$ cat src/rtl/perf_snapshot_ctrl.sv
// Frame-synchronous snapshot of the cycle and seconds counters. The seconds value is
// converted to BCD by a one-step-per-cycle double-dabble engine before both values publish together.
module perf_snapshot_ctrl #(
  parameter int CYCLES_WIDTH  = 32,
  parameter int SECONDS_WIDTH = 14,
  parameter int BCD_DIGITS    = 5
) (
  input  logic                      CLK_50,
  input  logic                      resetN,
  input  logic                      frame_start,
  input  logic                      freeze,
  input  logic [CYCLES_WIDTH-1:0]   cycles_in,
  input  logic [SECONDS_WIDTH-1:0]  seconds_in,
  output logic [CYCLES_WIDTH-1:0]   snap_cycles,
  output logic [4*BCD_DIGITS-1:0]   seconds_bcd,
  output logic                      update_pulse,
  output logic                      busy,
  output logic [7:0]                drop_count
);

  localparam int BCD_W  = 4 * BCD_DIGITS;
  localparam int ITER_W = $clog2(SECONDS_WIDTH + 1);

  typedef enum logic [1:0] {
    IDLE    = 2'd0,
    CONVERT = 2'd1,
    PUBLISH = 2'd2
  } state_e;

  state_e                     state_q, state_d;
  logic [CYCLES_WIDTH-1:0]    cyc_shadow_q, cyc_shadow_d;
  logic [SECONDS_WIDTH-1:0]   bin_q, bin_d;
  logic [BCD_W-1:0]           bcd_q, bcd_d;
  logic [ITER_W-1:0]          iter_q, iter_d;
  logic [CYCLES_WIDTH-1:0]    snap_cycles_q, snap_cycles_d;
  logic [BCD_W-1:0]           seconds_bcd_q, seconds_bcd_d;
  logic                       update_pulse_q, update_pulse_d;
  logic [7:0]                 drop_count_q, drop_count_d;
  logic [BCD_W+SECONDS_WIDTH-1:0] dabble_s;

  // Double-dabble correction: every nibble of 5 or more gets 3 added, all in parallel.
  function automatic logic [BCD_W-1:0] add3_nibbles(input logic [BCD_W-1:0] v);
    logic [BCD_W-1:0] r;
    r = '0;
    for (int i = 0; i < BCD_DIGITS; i++) begin
      if (v[4*i +: 4] >= 4'd5) begin
        r[4*i +: 4] = v[4*i +: 4] + 4'd3;
      end else begin
        r[4*i +: 4] = v[4*i +: 4];
      end
    end
    return r;
  endfunction

  // Next-state, datapath and drop-counter logic.
  always_comb begin
    state_d        = state_q;
    cyc_shadow_d   = cyc_shadow_q;
    bin_d          = bin_q;
    bcd_d          = bcd_q;
    iter_d         = iter_q;
    snap_cycles_d  = snap_cycles_q;
    seconds_bcd_d  = seconds_bcd_q;
    update_pulse_d = 1'b0;
    drop_count_d   = drop_count_q;
    dabble_s       = {add3_nibbles(bcd_q), bin_q} << 1;

    case (state_q)
      IDLE: begin
        if (frame_start && !freeze) begin
          cyc_shadow_d = cycles_in;
          bin_d        = seconds_in;
          bcd_d        = '0;
          iter_d       = '0;
          state_d      = CONVERT;
        end else begin
          state_d = IDLE;
        end
      end
      CONVERT: begin
        {bcd_d, bin_d} = dabble_s;
        if (iter_q == ITER_W'(SECONDS_WIDTH - 1)) begin
          state_d = PUBLISH;
        end else begin
          iter_d = iter_q + ITER_W'(1);
        end
      end
      PUBLISH: begin
        snap_cycles_d  = cyc_shadow_q;
        seconds_bcd_d  = bcd_q;
        update_pulse_d = 1'b1;
        state_d        = IDLE;
      end
      default: begin
        state_d = IDLE;
      end
    endcase

    // Frames arriving mid-snapshot are counted regardless of freeze.
    if (frame_start && (state_q != IDLE) && (drop_count_q != 8'hFF)) begin
      drop_count_d = drop_count_q + 8'd1;
    end else begin
      drop_count_d = drop_count_q;
    end
  end

  // State and datapath registers.
  always_ff @(posedge CLK_50 or negedge resetN) begin
    if (!resetN) begin
      state_q        <= IDLE;
      cyc_shadow_q   <= '0;
      bin_q          <= '0;
      bcd_q          <= '0;
      iter_q         <= '0;
      snap_cycles_q  <= '0;
      seconds_bcd_q  <= '0;
      update_pulse_q <= 1'b0;
      drop_count_q   <= 8'd0;
    end else begin
      state_q        <= state_d;
      cyc_shadow_q   <= cyc_shadow_d;
      bin_q          <= bin_d;
      bcd_q          <= bcd_d;
      iter_q         <= iter_d;
      snap_cycles_q  <= snap_cycles_d;
      seconds_bcd_q  <= seconds_bcd_d;
      update_pulse_q <= update_pulse_d;
      drop_count_q   <= drop_count_d;
    end
  end

  assign snap_cycles  = snap_cycles_q;
  assign seconds_bcd  = seconds_bcd_q;
  assign update_pulse = update_pulse_q;
  assign busy         = (state_q != IDLE);
  assign drop_count   = drop_count_q;

endmodule

$ cat config.mk
export PLATFORM = sky130hd
export DESIGN_NAME = perf_snapshot_ctrl
export DESIGN_NICKNAME = d
export VERILOG_FILES = /design/src/rtl/perf_snapshot_ctrl.sv
export SDC_FILE = /design/constraint.sdc
export NUM_CORES = 1
export LEC_CHECK = 0
export ABC_AREA = 1
export CORE_ASPECT_RATIO = 2
export CORE_MARGIN = 3
export CORE_UTILIZATION = 47
export DETAILED_ROUTE_END_ITERATION = 12
export GPL_TIMING_DRIVEN = 0
export PLACE_DENSITY = 0.77
export SYNTH_ARGS = -nofsm -noshare
export SYNTH_HDL_FRONTEND = slang
export SYNTH_SLANG_ARGS = --single-unit
$ cat constraint.sdc
create_clock -name CLK_50 -period 4.2 [get_ports CLK_50]
set_clock_uncertainty 0.2 [all_clocks]
set_input_delay 0.42 -clock CLK_50 [delete_from_list [all_inputs] [get_ports CLK_50]]
set_output_delay 0.42 -clock CLK_50 [all_outputs]
set_load 0.03 [all_outputs]
==> Yosys cells after proc, flatten, opt, wreduce, memory -nomap -nowiden <==
Index checks and enable logic that the tools add are counted.
{ "totals": {"elab_cells": 54, "out_inout_bits": 62, "reg_bits": 133, "ram_bits": 0, "latch_bits": 0, "in_bits": 50, "rom_bits": 0, "mem_count": 0} }
{ "classes": {"eq_ne": 7, "shift": 0, "muxes": 16, "n_reduce_logical": 10, "n_addsub": 7, "n_lt_le_gt_ge": 5, "n_mul": 0, "div": 0, "n_bitwise": 0} }
{ "op_table": {"columns": ["op", "count"], "rows": [
  ["case mux 20 bit (2 select lines)", 1],
  ["case mux 14 bit (2 select lines)", 1],
  ["two-way mux 4 bit", 6],
  [">= comparator 4 x 3 -> 1 bit, second input constant", 5],
  ["two-way mux 20 bit", 1],
  ["adder 4 x 2 -> 4 bit, second input constant", 4],
  ["two-way mux 14 bit", 1],
  ["adder 8 x 1 -> 8 bit, second input constant", 1],
  ["!= test 8 bit, second input constant", 1],
  ["case mux 4 bit (2 select lines)", 1],
  ["!= test 2 bit, second input constant", 3],
  ["adder 4 x 1 -> 4 bit, second input constant", 1],
  ["== test 4 bit, second input constant", 1],
  ["case mux 2 bit (2 select lines)", 1],
  ["AND reduction 2 bit", 2],
  ["nonzero test 2 bit", 2],
  ["adder 3 x 2 -> 3 bit, second input constant", 1],
  ["logical AND 1 bit", 3],
  ["two-way mux 3 bit", 1],
  ["AND reduction 3 bit", 1],
  ["== test 2 x 1 -> 1 bit, second input constant", 1],
  ["== test 2 bit, second input constant", 1],
  ["zero test 2 bit", 1],
  ["two-way mux 1 bit", 2],
  ["2 further kinds", 2]
]} }

==> Depth between registers and ports, before layout <==
Gate-level depths: netlist of run 1.
{ "logic_depth": {"word_depth": 4, "depth_mapped": 8, "depth_no_buf": 8} }

==> Worst setup path after synthesis of run 1 <==
OpenSTA, ideal clock, no wires.
{ "synth_path": {"kind": "register -> output", "startpoint": "register state_q[1]", "endpoint": "output busy", "path_slack_ns": 2.449, "t_required_ns": 3.580, "t_arrival_ns": 1.131, "stages_incl_launch_ff": 5, "n_path_buf": 2, "path_cell_list": "dfrtp_1 -> nor2_1 -> buf_2 -> buf_2 -> inv_1"} }
{ "synth_via": {"elab_chain_cells": 1} }
{ "synth_rtl": {"columns": ["item", "line_no", "text"], "rows": [
  ["start: declaration", "30", "state_e state_q, state_d;"],
  ["start signal: assignment", "120", "state_q <= state_d;"],
  ["nonzero test 2 bit", "135", "assign busy = (state_q != IDLE);"],
  ["end: declaration", "17", "output logic busy,"]
]} }
Every way passes these cells.

==> Worst setup path in the final report of run 1 <==
Same ends and word-level chain as after synthesis.

==> impl_results.md, run 1 <==
- Port bufs: around 110
- GRT Residual Overflow: 0
- H-Tree Depth: 4
- Skew-Pair Late Insertion Delay: around 0.41 ns
- Final slew viol count: 0
- Post-Syn Instances: 676
- Num CTS Buffers: 17
- EDFF count, synth: 0
- Design Power: approximately 5800 uW
- Core ar.: 11,900 sq um
- Leakage power: ~0.0039 uW
- Seq/Total Area, Yosys: a little under three fifths
- Mapped Nets: around 740
- Critical path type: reg2out
- CTS Buffer Depth: 2
- TNS Setup: 0 ns
- CTS tree: built
- Area leader, netlist: dfrtp_1
- RSZ-0062 raised after global routing: false
- Tmin final: between 2 and 3 ns
- Final Core Density: 64.7%
- Layout cells sized above 1: 7.92%
- Top cells by count, synth: nand2_1 (266), dfrtp_1 (133), nand3_1 (80)
- IO Pins: 112
- Syn-to-layout area delta: 33.2%
- YS warnings: 0
- First-pass GRT wire length: roughly 24 mm
- Post-synth top area share: a little under three fifths
- Max-cap violations: 0
- Largest net degree at the start of global routing: 100
- Fmax: 0.356 GHz
- Tcrit/Tclk final: about two thirds
- Post-route ant nets: 0
- CP Capture Type: output port
- Final count of hold timing violations: 0
- Initial antenna violation count: 0
- Least-Margin Pin Slew: approximately 0.52 ns
- Synth Flop Type: dfrtp_1
- CTS sink cnt: about 130
- Yosys cell types: 21
- Outcome: complete, no violations
- Die Span Y: around 160 microns
- CP arrival: 2.19 ns
- GPL Wtd Cong: 0.862
- VDD IR max: approximately 0.00048 V
- Die width: ~84 microns
- DR vias: 4,928
- Vias/cell: slightly above 5
- Full die area: roughly 14,000 sq um
- Post-Place Worst Slack: around 1.8 ns
- Async S/R FF share, synth: 100%
- Root buf cell: clkbuf_16
- Slew HR: between 60% and 70%
- Synthesized area: ~5800 sq um
- Most frequent cell after synthesis: nand2_1
- Syn avg cell area: 8.56 sq um
- Ant diodes: 0
- Synth top area cells: dfrtp_1 (58%), nand2_1 (17%), nand3_1 (6.9%), o21ai_0 (3.4%), inv_1 (2.9%)
- Mean routed wirelength per cell: 14.9 microns
- Number of remaining DRC errors: 0
- FF+latch count, synth: 133
- Final net count: between 800 and 900
- Number of global-route vias before repair: just over 5k
- Worst hold path class: in2async
- Initial DRC count: ~250
- PwrDens: around 750 nW/um^2
- Clk pin slew, worst setup/hold paths: approximately 0.060 ns
- Initial Util: 48.6%
- Detailed Route WL: 14.4 mm
- Max Fanout on Critical Path: 10
- FP Rows: 56
- HPWL Detailed: roughly 10 mm
- Final Setup Violations: 0
- First-pass DRT Iterations: 5
- Critical Path RT: between 3 and 4 ns
- Setup WS post-layout: roughly 1.4 ns
- Global Route Usage Sum: between 20% and 30%
- CP startpoint kind: register
## layer usage
metal	track usage, %	vias to the layer above	part of all wire (%)
li1	-	2420	-
met1	23.2	2334	36
met2	42.3	147	58
met3	5.06	27	4.1
met4	8.57	0	2.1
met5	0	-	0
## critical path: stages (launching register included)
cell,delay [ns]
dfrtp_1,0.42
nor2_1,0.17
buf_2,0.27
buf_2,0.26
inv_1,0.06
clkdlybuf4s50_1,0.59
## area by class of cell
class	count	area, sq um
clock buffer	19	433
timing repair buffer	113	1150
tap	145	181
fill	1030	4200
buffer	28	143
inverter	50	188
clock inverter	13	159
multi-input combinational	465	2130
sequential	133	3330
## worst paths after layout
check / start / cells past startpoint / slack [ns] / to
setup / recovery: state_q[1] / 5 / 1.39 / busy
hold / removal: resetN / 2 / 0.26 / snap_cycles[12]
min in group CLK_50: cyc_shadow_q[14] / 2 / 0.27 / cyc_shadow_q[14]
hold reg to reg: cyc_shadow_q[14] / 2 / 0.27 / cyc_shadow_q[14]
max in group asynchronous: resetN / 3 / 2.74 / bcd_q[14]
setup reg to reg: state_q[0] / 8 / 2.52 / bcd_q[18]
## metrics by stage
stage | hold slack [ns] | std cells | cell area [sq um]
5_1_grt | 0.282 | 966 | 7710
2_1_floorplan | -0.0756 | 676 | 5790
3_3_place_gp | 0.253 | 932 | 7080
3_5_place_dp | 0.135 | 933 | 7110
6_report | 0.260 | 966 | 7710
4_1_cts | 0.259 | 966 | 7710
## layout by cell type (no fill, tap or decap)
cell             synthesis  final
a21oi_1                 11     11
buf_1                    2      2
buf_16                   0      1
buf_2                   18     18
buf_6                    2      3
bufinv_16                0      3
clkbuf_1                 6      8
clkbuf_16                0     17
clkdlybuf4s50_1          0    110
clkinv_2                 0      4
clkinv_4                 0      3
clkinvlp_4               0      3
dfrtp_1                133    133
dlygate4sd3_1            0      1
ha_1                    13     13
inv_1                   45     45
inv_2                    5      5
nand2_1                266    266
nand2_2                  2      2
nand2_4                  1      1
nand3_1                 80     80
nand4_1                 16     16
nor2_1                  23     23
nor2_4                   4      4
o21ai_0                 39     39
o21ai_1                  6      6
or2_2                    1      1
xnor2_1                  2      2
xor2_1                   1      1
## state kept, by name, indices dropped and copies added (netlist names)
name          cells
state_q           2
seconds_bcd      20
bin_q            14
iter_q            4
drop_count        8
bcd_q            20
cyc_shadow_q     32
update_pulse      1
snap_cycles      32
## power breakdown
| part | switching [uW] | internal [uW] | total, uW |
|---|---|---|---|
| Combinational | 1350 | 819 | 2170 |
| Sequential | 323 | 1790 | 2110 |
| Clock | 547 | 930 | 1480 |
| Total | 2220 | 3540 | 5750 |
## cells by family after synthesis
logic type	after synthesis	synth area share, %
buffers and inverters	78	5.71
AO/OA/AOI/OAI	56	4.84
flip-flops	133	57.5
XOR/XNOR	3	0.454
adder cells (fa/ha/maj)	13	2.81
AND/OR/NAND/NOR	393	28.7
## what timing repair did
action / in CTS / in global routing
buffers inserted: 0 / 0
endpoints found under the hold margin: 34 / 0
gates resized for setup: 0 / 0
hold buffers: 1 / 0
No activity file was read; power rests on OpenSTA's default activity.
==> inputs of run 2 (changes only) <==
==> constraint.sdc (replaced) <==
create_clock -name CLK_50 -period 2.6 [get_ports CLK_50]
set_clock_uncertainty 0.2 [all_clocks]
set_input_delay 0.26 -clock CLK_50 [delete_from_list [all_inputs] [get_ports CLK_50]]
set_output_delay 0.26 -clock CLK_50 [all_outputs]
set_load 0.03 [all_outputs]
==> impl_results.md, run 2 (synthesized netlist as in run 1, its figures left out) <==
- Port bufs: 111 (unchanged)
- First-pass GRT wire length: 24.4 mm (unchanged)
- Final slew viol count: 0 (unchanged)
- PwrDens: 1210 nW/um^2 (+61%)
- Design Power: 9290 uW (+61%)
- Max-cap violations: 0 (unchanged)
- DR vias: 4,941 (+0.26%)
- FP Rows: 56 (unchanged)
- Slew HR: 65.3% (about the same)
- IO Pins: 112 (unchanged)
- Critical Path RT: 2.14 ns (-1.44 ns)
- GPL Wtd Cong: 0.862 (unchanged)
- CTS tree: built
- Die Span Y: 163 microns (unchanged)
- Tcrit/Tclk final: between 90% and 100%
- Initial DRC count: 248 (unchanged)
- CP startpoint kind: register
- Num CTS Buffers: 17 (unchanged)
- Mean routed wirelength per cell: 14.9 microns (about the same)
- Detailed Route WL: 14.4 mm (about the same)
- Cell mode on critical path: buf_2
- CP Depth: 5 (unchanged)
- Max Fanout on Critical Path: 10 (unchanged)
- Fmax: 0.416 GHz
- HPWL Detailed: 10.4 mm (unchanged)
- Die width: 84.5 microns (unchanged)
- Initial Util: 48.6% (unchanged)
- Crit path largest cell delay: 0.42 ns (-0.17 ns)
- VDD IR max: 0.000781 V (+62%)
- Syn-to-layout area delta: 33.2% (about the same)
- Met1 GRT Util: 23.2% (unchanged)
- Ant diodes: 0 (unchanged)
- Outcome: complete, no violations
- Grt met3 use: 5.06% (unchanged)
- CP Capture Type: output port
- Critical path type: reg2out
- Root buf cell: clkbuf_16
- Fill count: 1,031 (+0.097%)
- First-pass DRT Iterations: 4 (-1)
- H-Tree Depth: 4 (unchanged)
- Vias/cell: 5.11 (+0.26%)
- Gr busiest metal: met2
- Largest delay contributor family on the critical path: buffers and inverters
- Layout Cells excl Fill: 966 (unchanged)
- Critical path's slowest cell: dfrtp_1
- GR Util met2: 42.3% (unchanged)
- Number of remaining DRC errors: 0 (unchanged)
- CTS Buffer Depth: 2 (unchanged)
- Final net count: 871 (unchanged)
- CP arrival: 1.94 ns (-0.25 ns)
- Layout cells sized above 1: 7.92% (unchanged)
- Clk pin slew, worst setup/hold paths: 0.06 ns (about the same)
- RSZ-0062 raised after global routing: false
- Least-Margin Pin Slew: 0.521 ns (+0.000650 ns)
- Leakage power: 0.00385 uW (about the same)
- CTS sink cnt: 133 (unchanged)
- Buf+Inv Stages, Crit Path: 4 (unchanged)
- Worst hold path class: in2async
- Skew-Pair Late Insertion Delay: 0.41 ns (about the same)
- GRT Residual Overflow: 0 (unchanged)
- Largest net degree at the start of global routing: 100 (unchanged)
- Final count of hold timing violations: 0 (unchanged)
- Tmin final: about 2.4 ns
- Number of global-route vias before repair: 5,178 (unchanged)
- Global Route Usage Sum: 22.2% (unchanged)
- Full die area: 13,800 sq um (unchanged)
- Final Setup Violations: 0 (unchanged)
- Commonest non-fill, non-tap cell in the layout: nand2_1
- Post-route ant nets: 0 (unchanged)
- Postcts setup bufs: 0 (unchanged)
- Placed cell count: 933 (unchanged)
- Commonest non-fill, non-tap cells in the layout: nand2_1 (266), dfrtp_1 (133), clkdlybuf4s50_1 (109)
- Core ar.: 11,900 sq um (unchanged)
- Reg2Reg Depth: 8 (unchanged)
- Cell chain of the critical path: nor2_1 -> buf_2 -> buf_2 -> inv_1 -> dlygate4sd2_1
- TNS Setup: 0 ns (unchanged)
- Initial antenna violation count: 0 (unchanged)
==> run 2: cell types whose count changed in the layout (fill, tap and decap cells not counted) <==
cell and change:
clkdlybuf4s50_1 -1, dlygate4sd2_1 +1
==> run 2: area by class of cell <==
cell class                 count  area [sq um]  area share, %
multi-input combinational    465          2130           27.6
timing repair buffer         113          1150           14.9
inverter                      50           188           2.43
buffer                        28           143           1.85
clock inverter                13           159           2.06
tap                          145           181           2.35
sequential                   133          3330           43.2
clock buffer                  19           433           5.62
==> run 2: path summary, 6_finish.rpt <==
check,start,end,slack [ns]
min reg2reg,cyc_shadow_q[14],cyc_shadow_q[14],0.27
max reg2reg,state_q[0],bcd_q[18],0.92
min in group CLK_50,cycles_in[7],cyc_shadow_q[7],0.21
max,state_q[1],busy,0.20
min,resetN,snap_cycles[12],0.1
max in group asynchronous,resetN,bcd_q[14],1.30
==> run 2: per-stage QoR <==
step	hold WS (ns)	worst slack, ns	area [sq um]	util (%)
6_report	0.0995	0.195	7710	64.7
5_1_grt	0.125	0.0438	7710	64.7
4_1_cts	0.0990	0.169	7710	64.7
3_5_place_dp	-0.0248	0.383	7110	59.7
3_3_place_gp	0.253	-3.93	7080	59.4
2_1_floorplan	-0.236	0.982	5790	-
==> run 2: repair_timing <==
action / 4_1_cts / 5_1_grt
hold buffers: 1 / 0
endpoints found under the setup margin: 1 / 0
hold endpoints to repair: 133 / 0
resized for setup: 1 / 0
==> run 2: power by group <==
group	total [uW]	leakage [uW]	switching, uW	internal, uW
Sequential	3410	0.00165	522	2890
Clock	2390	0.000283	883	1500
Combinational	3500	0.00192	2180	1320
==> run 2: routing by layer <==
layer,vias up,share of wire (%)
met5,-,0
met4,0,2.1
met3,24,4.1
met2,151,58
met1,2346,36
li1,2420,-
